### config.mk
export PLATFORM = sky130hd
export DESIGN_NAME = pulse_stretch_gen
export DESIGN_NICKNAME = d
export VERILOG_FILES = /design/src/rtl/pulse_stretch_gen.sv
export SDC_FILE = /design/constraint.sdc
export NUM_CORES = 1
export LEC_CHECK = 0
export BUFFER_PORTS_ARGS = -buffer_cell sky130_fd_sc_hd__buf_2
export CORE_MARGIN = 3
export CORE_UTILIZATION = 51
export DETAILED_ROUTE_END_ITERATION = 10
export PLACE_DENSITY = 0.69
export SETUP_SLACK_MARGIN = 0.02
export SLEW_MARGIN = 20
export SYNTH_ARGS = -nofsm -noshare
export SYNTH_HDL_FRONTEND = slang
export SYNTH_SLANG_ARGS = --single-unit
### constraint.sdc
create_clock -name clk -period 4.8 [get_ports clk]
set_input_delay 0.96 -clock clk [delete_from_list [all_inputs] [get_ports clk]]
set_output_delay 0.96 -clock clk [all_outputs]
set_load 0.02 [all_outputs]
### src/rtl/pulse_stretch_gen.sv
// pulse_stretch_gen
//   Turns one-cycle request strobes into clean fixed-width output pulses.
//   After each pulse the output is held low for a minimum gap. Strobes that
//   arrive while a pulse or gap is running are counted and replayed in order.
//   The pending counter saturates, and a dropped strobe sets a sticky overflow flag.
//
// Parameters
//   HIGH_CYCLES  cycles pulse_out is held high per pulse (>=1, <2**CNT_W)
//   GAP_CYCLES   minimum low cycles after each pulse (>=1, <2**CNT_W)
//   CNT_W        width of the phase counter
//   PEND_W       width of the pending-strobe counter
//
// Ports
//   clk        in   rising-edge clock
//   reset      in   synchronous active-low reset
//   pulse_in   in   request strobe; a level counts once per cycle
//   clr_ovf    in   clears the sticky overflow flag
//   pulse_out  out  registered stretched pulse
//   busy       out  high while a pulse or its gap is in progress
//   pending    out  queued strobes that have not started yet
//   ovf        out  sticky flag: a strobe was dropped with pending full
module pulse_stretch_gen #(
    parameter int unsigned HIGH_CYCLES = 250,
    parameter int unsigned GAP_CYCLES  = 125,
    parameter int unsigned CNT_W       = 16,
    parameter int unsigned PEND_W      = 4
) (
    input  logic              clk,
    input  logic              reset,
    input  logic              pulse_in,
    input  logic              clr_ovf,
    output logic              pulse_out,
    output logic              busy,
    output logic [PEND_W-1:0] pending,
    output logic              ovf
);

    localparam logic [CNT_W-1:0]  HighLast = CNT_W'(HIGH_CYCLES - 1);
    localparam logic [CNT_W-1:0]  GapLast  = CNT_W'(GAP_CYCLES - 1);
    localparam logic [PEND_W-1:0] PendMax  = {PEND_W{1'b1}};

    typedef enum logic [1:0] {
        StIdle,
        StHigh,
        StGap
    } state_e;

    state_e            state_q, state_d;
    logic [CNT_W-1:0]  cnt_q, cnt_d;
    logic [PEND_W-1:0] pend_q, pend_d;
    logic              ovf_q, ovf_d;
    logic              pulse_q, busy_q;

    logic inc, deq, ovf_ev;

    always_comb begin
        state_d = state_q;
        cnt_d   = cnt_q;
        pend_d  = pend_q;
        ovf_d   = ovf_q;
        inc     = 1'b0;
        deq     = 1'b0;
        ovf_ev  = 1'b0;

        unique case (state_q)
            StIdle: begin
                // The strobe is consumed directly; it never enters the queue.
                if (pulse_in) begin
                    state_d = StHigh;
                    cnt_d   = '0;
                end
            end
            StHigh: begin
                inc = pulse_in;
                if (cnt_q == HighLast) begin
                    state_d = StGap;
                    cnt_d   = '0;
                end else begin
                    cnt_d = cnt_q + 1'b1;
                end
            end
            StGap: begin
                if (cnt_q == GapLast) begin
                    // With an empty queue a strobe here starts the next pulse
                    // directly; otherwise the queue head starts it and the
                    // strobe takes its place in the queue.
                    deq     = (pend_q != '0);
                    inc     = pulse_in && (pend_q != '0);
                    state_d = ((pend_q != '0) || pulse_in) ? StHigh : StIdle;
                    cnt_d   = '0;
                end else begin
                    inc   = pulse_in;
                    cnt_d = cnt_q + 1'b1;
                end
            end
            default: begin
                state_d = StIdle;
                cnt_d   = '0;
            end
        endcase

        if (inc && !deq) begin
            if (pend_q == PendMax) begin
                ovf_ev = 1'b1;
            end else begin
                pend_d = pend_q + 1'b1;
            end
        end else if (deq && !inc) begin
            pend_d = pend_q - 1'b1;
        end

        // Setting wins over clearing in the same cycle.
        if (ovf_ev) begin
            ovf_d = 1'b1;
        end else if (clr_ovf) begin
            ovf_d = 1'b0;
        end
    end

    always_ff @(posedge clk) begin
        if (!reset) begin
            state_q <= StIdle;
            cnt_q   <= '0;
            pend_q  <= '0;
            ovf_q   <= 1'b0;
            pulse_q <= 1'b0;
            busy_q  <= 1'b0;
        end else begin
            state_q <= state_d;
            cnt_q   <= cnt_d;
            pend_q  <= pend_d;
            ovf_q   <= ovf_d;
            // Outputs are decoded from the next state so they stay registered.
            pulse_q <= (state_d == StHigh);
            busy_q  <= (state_d != StIdle);
        end
    end

    assign pulse_out = pulse_q;
    assign busy      = busy_q;
    assign pending   = pend_q;
    assign ovf       = ovf_q;

endmodule
==> flow_summary.json, run 1 <==
{
  "n_fill_cell": 242,
  "synth-edff-count": 0,
  "cts_max_path_buffers": 2,
  "final_cell_area_sq_um": 1540,
  "cts_root_buffer": "clkbuf_4",
  "ys_top_cells_by_count": "dfxtp_1, nor2_1, nand2_1, nand3_1",
  "die_w_microns": 59.2,
  "power_density_nw_per_um2": 235,
  "p_comb_share_pct": 12.0,
  "slew_headroom_pct": 49.7,
  "leakagePower_nw": 0.594,
  "drive_above_1_share_pct": 14.3,
  "setup_viol": 0,
  "synth_top_area_cell": "dfxtp_1",
  "cp_num_buf_inv": 1,
  "die_area_sq_um": 3500,
  "syn_area_sq_um": 1440,
  "syn2layout_area_growth_pct": 6.51,
  "post_cts_resized": 0,
  "ys_seq_area_share_pct": 34.7,
  "holdBufCountCts": 0,
  "slew_viol_final": 0,
  "path_common_cell": "a21o_1",
  "grt_max_degree": 19,
  "cts_max_level": 1,
  "end_kind": "flop",
  "grt-ovfl-total": 0,
  "synth_area_per_cell_sq_um": 8.68,
  "start_kind": "flop",
  "cts-buffers-inserted": 3,
  "tritoncts": "done",
  "portBuffers": 10,
  "wl_microns": 2680,
  "max-vdd-ir-drop_mv": 0.204,
  "cts_setup_buffers": 0,
  "antenna_found_initial": 0,
  "grt_pass1_vias": 1131,
  "drv_cap": 0,
  "fin_crit_ns": 2.67,
  "core-area_sq_um": 2590,
  "path_clk_slew_ns": 0.15,
  "rsz0062_at_grt": "no",
  "n_antenna_cell": 0,
  "yosys-top-cells-area": "dfxtp_1, ha_1, nor2_1, xor2_1, nand3_1",
  "gr-usage-met1_pct": 23.7,
  "swShare_pct": 28.0,
  "p_clk_share_pct": 27.9,
  "die_y_microns": 59.2,
  "clock_sinks": 25,
  "tightest_slew_ns": 0.750,
  "synth_warnings": 0,
  "cp_slowest_cell": "dfxtp_1",
  "vias": 1152,
  "initial_core_util_pct": 55.7,
  "pwr-share-seq_pct": 60.0,
  "worst-path-max-fanout": 6,
  "yosysMostFrequentCell": "dfxtp_1",
  "drcViolationCount": 0,
  "fmax_mhz": 375,
  "worst_ep_required_time_ns": 5.05,
  "skew_ns": 0.00428,
  "worstHoldPathType": "reg2reg",
  "viasPerCell": 5.62,
  "synth.top_cell.area_share_pct": 34.7,
  "max_stage_delay_ns": 0.41,
  "placed_area_sq_um": 1510,
  "syn_nets": 180,
  "wl_per_cell_microns": 13.1,
  "num_rows": 18,
  "hpwl_microns": 2040,
  "async_reset_ff_share_pct": 0,
  "setup_tns_ns": 0,
  "cellInternalPower_w": 0.000260,
  "synth.distinct_cells": 45,
  "drtIter0Drc": 93,
  "synth_ff_type": "dfxtp_1",
  "grt_pass1_wl_microns": 4890,
  "nets": 190,
  "final_hold_viol_count": 0,
  "io_pins": 11,
  "grt_busiest_layer": "met2",
  "status": "complete, no violations",
  "ant_nets": 0,
  "use_met3_pct": 2.61,
  "syn_inst": 166,
  "worstSkewPairLatency_ns": 0.33,
  "dr.pass1.iters": 4,
  "worst-setup-path-type": "reg2reg",
  "crit_arrival_ns": 2.91,
  "cp_top_family": "compound AO/OA/AOI/OAI gates",
  "period_share_pct": 55.5,
  "place_congestion": 0.764,
  "switchingPower_w": 0.000101,
  "synth-seq-cells": 25,
  "grt_util_met2_pct": 29.3,
  "path_cells": "and3_1, nand4b_1, nor2_1, o21ai_2, inv_1, ha_1, a21o_1, a21o_1, a211o_1, o211a_1",
  "grtUsageTotal_pct": 17.9
}
-- path summary, 6_finish.rpt --
check / startpoint / endpoint / slack, ns / cells after the start
max: cnt_q[4]$_SDFFE_PN0P_ / pending[3]$_SDFFE_PN0P_ / 2.13 / 10
min: cnt_q[1]$_SDFFE_PN0P_ / cnt_q[1]$_SDFFE_PN0P_ / 0.54 / 2
max reg2reg: cnt_q[4]$_SDFFE_PN0P_ / pending[3]$_SDFFE_PN0P_ / 2.13 / 10
min reg2reg: cnt_q[1]$_SDFFE_PN0P_ / cnt_q[1]$_SDFFE_PN0P_ / 0.54 / 2
-- sequential cells by signal (all words and copies together), names as in the netlist --
name       count
busy           1
cnt_q         16
ovf            1
pending        4
pulse_out      1
state_q        2
-- worst reg2reg max path: stages (launching register included) --
cell and delay (ns):
dfxtp_1 0.41, and3_1 0.28, nand4b_1 0.25, nor2_1 0.26, o21ai_2 0.12, inv_1 0.18, ha_1 0.27, a21o_1 0.18
a21o_1 0.22, a211o_1 0.30, o211a_1 0.12
-- power by group through the flow --
stage | Sequential, W | Clock (W) | Combinational [W]
after floorplan | 0.000225 | 0 | 0.0000291
after global placement | 0.000221 | 0 | 0.0000420
after detailed placement | 0.000221 | 0 | 0.0000436
after global routing | 0.000218 | 0.000113 | 0.0000483
after CTS | 0.000217 | 0.000104 | 0.0000437
final | 0.000217 | 0.000101 | 0.0000435
-- placed cells by master, fill, tap and decap left out, types with 2 or more instances in the layout --
| cell | netlist | layout |
|---|---|---|
| a21boi_0 | 2 | 2 |
| and3_1 | 4 | 4 |
| nand2b_1 | 3 | 3 |
| buf_2 | 1 | 10 |
| dfxtp_1 | 25 | 25 |
| nor2b_1 | 2 | 2 |
| a21oi_1 | 6 | 6 |
| xnor2_1 | 3 | 3 |
| nand4_1 | 4 | 4 |
| nand4b_1 | 2 | 2 |
| clkbuf_4 | 0 | 3 |
| nand2_1 | 14 | 14 |
| o21ai_0 | 6 | 6 |
| o22ai_1 | 2 | 2 |
| nor2_1 | 22 | 22 |
| xor2_1 | 9 | 9 |
| ha_1 | 9 | 9 |
| mux2i_1 | 2 | 2 |
| inv_1 | 7 | 7 |
| nand3_1 | 14 | 14 |
| a21o_1 | 2 | 2 |
-- metal layers --
metal / vias up / wire (microns)
li1: 597 / -
met1: 534 / 1320
met2: 16 / 1250
met3: 5 / 58
met4: 0 / 46
met5: - / 0
-- cell type report --
type                       count  area, sq um  share of cell area, %
multi-input combinational    129          891                   58.0
clock buffer                   3         22.5                   1.47
clock inverter                 1         7.51                  0.489
timing repair buffer          10         50.0                   3.26
inverter                       7         26.3                   1.71
tap                           30         37.5                   2.44
sequential                    25          500                   32.6
-- cells by family (layout without fill, tap and decap cells) --
| family | Yosys count | in the layout | synth area share, % |
|---|---|---|---|
| compound gates | 29 | 29 | 14.8 |
| xor+xnor | 12 | 12 | 7.29 |
| fa+ha+maj | 10 | 10 | 9.20 |
| buf+inv | 12 | 21 | 3.47 |
| flops | 25 | 25 | 34.7 |
| mux | 2 | 2 | 1.39 |
| simple gates | 76 | 76 | 29.1 |
-- stage by stage --
step	worst slack (ns)	hold WS, ns	utilization (%)	cells	power (W)
5_1_grt	1.90	0.573	59.3	205	0.000379
4_1_cts	2.16	0.536	59.3	205	0.000364
2_1_floorplan	2.24	0.478	-	166	0.000254
6_report	2.13	0.535	59.3	205	0.000361
3_5_place_dp	2.01	0.505	58.1	201	0.000265
3_3_place_gp	2.08	0.496	58.1	201	0.000263
No activity file was read; power rests on OpenSTA's default activity.
==> run 2: changes to the inputs <==
Settings changed: PLACE_DENSITY 0.69 to 0.72.
Clock period 4.8 ns to 2.3 ns, I/O delays scaled along.
==> flow_summary.json, run 2 (synthesis gave the netlist of run 1 again) <==
{
  "cts_max_path_buffers": 2,
  "viasPerCell": 5.48,
  "worst_ep_required_time_ns": 2.53,
  "syn2layout_area_growth_pct": 19.4,
  "reg2reg_slack_ns": -0.05,
  "core-area_sq_um": 2590,
  "grtUsageTotal_pct": 19.0,
  "cp_top_family": "compound AO/OA/AOI/OAI gates",
  "regMostFlops": "cnt_q",
  "cts_max_level": 1,
  "n_antenna_cell": 0,
  "slew_headroom_pct": 64.3,
  "num_rows": 18,
  "grt_pass1_wl_microns": 5150,
  "final_cell_count_no_fill": 227,
  "grt_busiest_layer": "met2",
  "rsz0062_at_grt": "yes",
  "grt-ovfl-total": 0,
  "fin_crit_ns": 2.35,
  "path_cells": "or4_4, nand2_4, nand4_1, o21ai_2, inv_2, ha_4, a21o_1, a21o_1, a21oi_2, a211o_1, o211a_1",
  "dr.pass1.iters": 4,
  "n_fill_cell": 219,
  "vias": 1245,
  "max-vdd-ir-drop_mv": 0.297,
  "r2r_end": "pending[3]$_SDFFE_PN0P_",
  "end_kind": "flop",
  "grt_max_degree": 19,
  "cellInternalPower_w": 0.000556,
  "failed_checks": "setup timing",
  "cp_num_buf_inv": 1,
  "die_area_sq_um": 3500,
  "pwr-share-seq_pct": 58.5,
  "use_met3_pct": 4.14,
  "status": "complete, but fails checks",
  "pre_cts_ws_ns": -0.0505,
  "path_clk_slew_ns": 0.14,
  "wl_per_cell_microns": 13.0,
  "nets": 212,
  "p_clk_share_pct": 26.1,
  "drive_above_1_share_pct": 26.4,
  "io_pins": 11,
  "max_stage_delay_ns": 0.55,
  "crit_arrival_ns": 2.58,
  "reg2reg_depth": 11,
  "worstHoldPathType": "in2reg",
  "cp_slowest_cell": "or4_4",
  "layout_common_cells": "nor2_1, dfxtp_1, buf_4, nand3_1, nand2_1",
  "path_common_cell": "a21o_1",
  "largest_reg_flops": 16,
  "fmax_mhz": 426,
  "skew_ns": 0.00199,
  "drv_cap": 0,
  "drcViolationCount": 0,
  "die_y_microns": 59.2,
  "critPathCapture": "pending[3]$_SDFFE_PN0P_",
  "switchingPower_w": 0.000206,
  "period_share_pct": 102,
  "grt_util_met2_pct": 34.2,
  "cts-buffers-inserted": 3,
  "hpwl_microns": 2250,
  "wl_microns": 2950,
  "leakagePower_nw": 0.724,
  "tightest_slew_ns": 0.534,
  "critPathLaunch": "pending[0]$_SDFFE_PN0P_",
  "worstSkewPairLatency_ns": 0.32,
  "cts_root_buffer": "clkbuf_4",
  "setup_slack_ns": -0.0499,
  "p_comb_share_pct": 15.3,
  "setup_viol": 2,
  "worst-setup-path-type": "reg2reg",
  "clock_sinks": 25,
  "die_w_microns": 59.2,
  "antenna_found_initial": 0,
  "worst-path-max-fanout": 4,
  "utilization_pct": 66.5,
  "ant_nets": 0,
  "initial_core_util_pct": 55.7,
  "portBuffers": 10,
  "place_congestion": 0.807,
  "swShare_pct": 27.1,
  "place_inst": 219,
  "final_hold_viol_count": 0,
  "drtIter0Drc": 50,
  "tritoncts": "done",
  "path_depth": 11,
  "slew_viol_final": 0,
  "timing.rr.start": "pending[0]$_SDFFE_PN0P_",
  "grt_pass1_vias": 1234,
  "power_density_nw_per_um2": 443,
  "gr-usage-met1_pct": 22.0,
  "start_kind": "flop"
}
[run 2: cell count changes in the layout (fill, tap and decap cells not counted), sizes merged]
cell      previous run  this run
clkinvlp             1         0
buf                 10        32
clkinv               0         1
[run 2: layout make-up]
class	count	area (sq um)	share of cell area, %
timing repair buffer	32	215	12.5
clock buffer	3	22.5	1.31
multi-input combinational	129	908	52.8
clock inverter	1	5.00	0.291
inverter	7	26.3	1.53
sequential	25	507	29.4
tap	30	37.5	2.18
[run 2: per-stage QoR]
stage	total power (W)	hold slack [ns]	area (sq um)	setup TNS, ns
5_1_grt	0.000796	0.461	1720	-0.259
3_3_place_gp	0.000566	0.494	1660	0
3_5_place_dp	0.000571	0.532	1660	-0.0505
4_1_cts	0.000769	0.443	1710	-0.0469
6_report	0.000762	0.458	1720	-0.0732
2_1_floorplan	0.000531	0.478	1470	-0.0605
[run 2: metal layers]
layer / vias to the layer above / wire, microns
li1: 640 / -
met1: 581 / 1340
met2: 17 / 1480
met3: 7 / 85
met4: 0 / 42
met5: - / 0
[run 2: power by group through the flow]
stage | registers [W] | logic (W) | clock network (W)
finish | 0.000446 | 0.000117 | 0.000199
global route | 0.000448 | 0.000129 | 0.000219
CTS | 0.000446 | 0.000117 | 0.000206
detailed placement | 0.000456 | 0.000116 | 0
global placement | 0.000456 | 0.000111 | 0
floorplan | 0.000469 | 0.0000625 | 0
[run 2: repair_timing]
action                     4_1_cts  5_1_grt
setup endpoints to repair        2        2
buffers inserted                 2        2
pin swaps                        7        4
hold buffers                     0        0
gates resized for setup          0        0
[run 2: how the worst min path moves through the flow]
stage,from,cells after the start,endpoint
3_3_place_gp,cnt_q[6]$_SDFFE_PN0P_,2,cnt_q[6]$_SDFFE_PN0P_
3_5_place_dp,cnt_q[5]$_SDFFE_PN0P_,2,cnt_q[5]$_SDFFE_PN0P_
5_1_grt,clr_ovf,3,ovf$_SDFFE_PN0P_
6_report,clr_ovf,3,ovf$_SDFFE_PN0P_
2_1_floorplan,cnt_q[6]$_SDFFE_PN0P_,2,cnt_q[6]$_SDFFE_PN0P_
4_1_cts,clr_ovf,3,ovf$_SDFFE_PN0P_
[run 2: worst register-to-register path: cells and delay by family, from the launching register on]
family | cells | cell delay, ns
AO/OA/AOI/OAI | 6 | 0.83
AND/OR/NAND/NOR | 3 | 0.73
flip-flops | 1 | 0.36
adder cells (fa/ha/maj) | 1 | 0.26
buffers and inverters | 1 | 0.09
==> run 3: changes to the inputs <==
Settings changed: CORE_ASPECT_RATIO set to 1.75, GPL_TIMING_DRIVEN set to 0.
==> flow_summary.json, run 3 (synthesis gave the netlist of run 1 again) <==
{
  "p_comb_share_pct": 14.0,
  "pwr-share-seq_pct": 54.6,
  "core-area_sq_um": 2580,
  "fin_crit_ns": 2.36,
  "critPathLaunch": "pending[0]$_SDFFE_PN0P_",
  "p_clk_share_pct": 31.4,
  "rsz0062_at_grt": "yes",
  "n_antenna_cell": 0,
  "power_density_nw_per_um2": 483,
  "setup_viol": 2,
  "cellInternalPower_w": 0.000614,
  "grt_pass1_vias": 1266,
  "cts_max_level": 1,
  "worst-path-max-fanout": 4,
  "worstSkewPairLatency_ns": 0.27,
  "antenna_found_initial": 0,
  "start_kind": "flop",
  "clock_sinks": 25,
  "reg2reg_depth": 10,
  "drive_above_1_share_pct": 25.3,
  "worst-setup-path-type": "reg2reg",
  "fmax_mhz": 424,
  "viasPerCell": 5.85,
  "leakagePower_nw": 0.683,
  "regMostFlops": "cnt_q",
  "dr.pass1.iters": 5,
  "final_cell_count_no_fill": 216,
  "final_hold_viol_count": 0,
  "power_w": 0.000823,
  "ant_nets": 0,
  "hpwl_microns": 2250,
  "holdCritStartpoint": "cnt_q[0]$_SDFFE_PN0P_",
  "wl_per_cell_microns": 13.9,
  "crit_arrival_ns": 2.53,
  "holdBufCountCts": 0,
  "tritoncts": "done",
  "initial_core_util_pct": 55.8,
  "reg2reg_slack_ns": -0.06,
  "num_rows": 24,
  "cts_max_path_buffers": 2,
  "drv_cap": 0,
  "swShare_pct": 25.4,
  "slew_headroom_pct": 63.1,
  "slew_viol_final": 0,
  "status": "complete, but fails checks",
  "wl_microns": 3010,
  "layout_commonest_cell": "nor2_1",
  "layout_common_cells": "nor2_1, dfxtp_1, nand3_1, nand2_1, buf_4",
  "worst_ep_required_time_ns": 2.47,
  "grt_max_degree": 14,
  "grtUsageTotal_pct": 19.8,
  "critPathCapture": "pending[2]$_SDFFE_PN0P_",
  "drcViolationCount": 0,
  "tightest_slew_ns": 0.553,
  "io_pins": 11,
  "portBuffers": 9,
  "die_w_microns": 46.2,
  "die_y_microns": 76.3,
  "path_clk_slew_ns": 0.08,
  "worstHoldPathType": "reg2reg",
  "vias": 1264,
  "skew_ns": 0.00407,
  "nets": 205,
  "grt-ovfl-total": 0,
  "cts-buffers-inserted": 3,
  "failed_checks": "setup timing",
  "max-vdd-ir-drop_mv": 0.325,
  "grt_pass1_wl_microns": 5300,
  "syn2layout_area_growth_pct": 18.1,
  "cts_root_buffer": "clkbuf_8",
  "largest_reg_flops": 16,
  "setup_slack_ns": -0.0604,
  "switchingPower_w": 0.000209,
  "drtIter0Drc": 34,
  "place_congestion": 0.873,
  "end_kind": "flop",
  "period_share_pct": 103,
  "utilization_pct": 65.9,
  "die_area_sq_um": 3530,
  "timing.rr.start": "pending[0]$_SDFFE_PN0P_",
  "r2r_end": "pending[2]$_SDFFE_PN0P_",
  "place_inst": 201
}
[run 3: cell count changes in the layout (fill, tap and decap cells not counted), moves of 2 or more]
cell | before | now
dfxtp_1 | 22 | 19
dfxtp_2 | 2 | 4
nor2_1 | 22 | 20
clkbuf_4 | 3 | 0
clkbuf_8 | 0 | 3
clkbuf_1 | 0 | 4
buf_4 | 22 | 12
[run 3: repair_timing]
action | CTS | global route
buffers inserted | 8 | 3
gates resized for setup | 3 | 6
pin swaps | 9 | 6
setup endpoints to repair | 2 | 4
[run 3: critical path: stages (launching register included)]
cell	delay [ns]
dfxtp_4	0.35
or4_4	0.55
nand2_4	0.08
nand4_1	0.10
o21ai_2	0.10
inv_2	0.08
buf_4	0.13
buf_4	0.12
fa_2	0.33
xor2_1	0.15
o221a_2	0.27
[run 3: worst min path at each step]
stage / to / cells past startpoint
global placement: cnt_q[6]$_SDFFE_PN0P_ / 2
CTS: ovf$_SDFFE_PN0P_ / 3
global route: ovf$_SDFFE_PN0P_ / 3
floorplan: cnt_q[6]$_SDFFE_PN0P_ / 2
detailed placement: cnt_q[1]$_SDFFE_PN0P_ / 2
finish: cnt_q[0]$_SDFFE_PN0P_ / 2
[run 3: layout make-up]
cell class	instances	area, sq um
clock buffer	4	45.0
timing repair buffer	20	128
sequential	25	513
inverter	7	26.3
tap	26	32.5
fill	208	881
multi-input combinational	129	933
buffer	5	23.8
[run 3: power groups by stage]
| stage | combinational (W) | clock [W] | sequential, W |
|---|---|---|---|
| detailed placement | 0.0000975 | 0 | 0.000462 |
| finish | 0.000115 | 0.000258 | 0.000449 |
| floorplan | 0.0000625 | 0 | 0.000469 |
| global route | 0.000127 | 0.000286 | 0.000450 |
| CTS | 0.000106 | 0.000269 | 0.000449 |
| global placement | 0.0000934 | 0 | 0.000461 |
[run 3: per-layer routing]
layer / share of wire (%) / GRT usage (%) / up-vias / routed length [microns]
li1: - / - / 626 / -
met2: 57 / 35.2 / 33 / 1720
met5: 0 / 0 / - / 0
met4: 3.3 / 10.5 / 0 / 98
met3: 2.8 / 2.84 / 9 / 83
met1: 37 / 20.2 / 596 / 1110
[run 3: stage by stage]
| stage | setup slack (ns) | hold slack, ns | TNS, ns | cell area (sq um) |
|---|---|---|---|---|
| floorplan | -0.0605 | 0.478 | -0.0605 | 1470 |
| global placement | -0.119 | 0.493 | -0.119 | 1540 |
| detailed placement | -0.206 | 0.521 | -0.219 | 1540 |
| CTS | -0.0704 | 0.514 | -0.0704 | 1660 |
| global route | -0.130 | 0.518 | -0.223 | 1700 |
| finish | -0.0604 | 0.511 | -0.112 | 1700 |
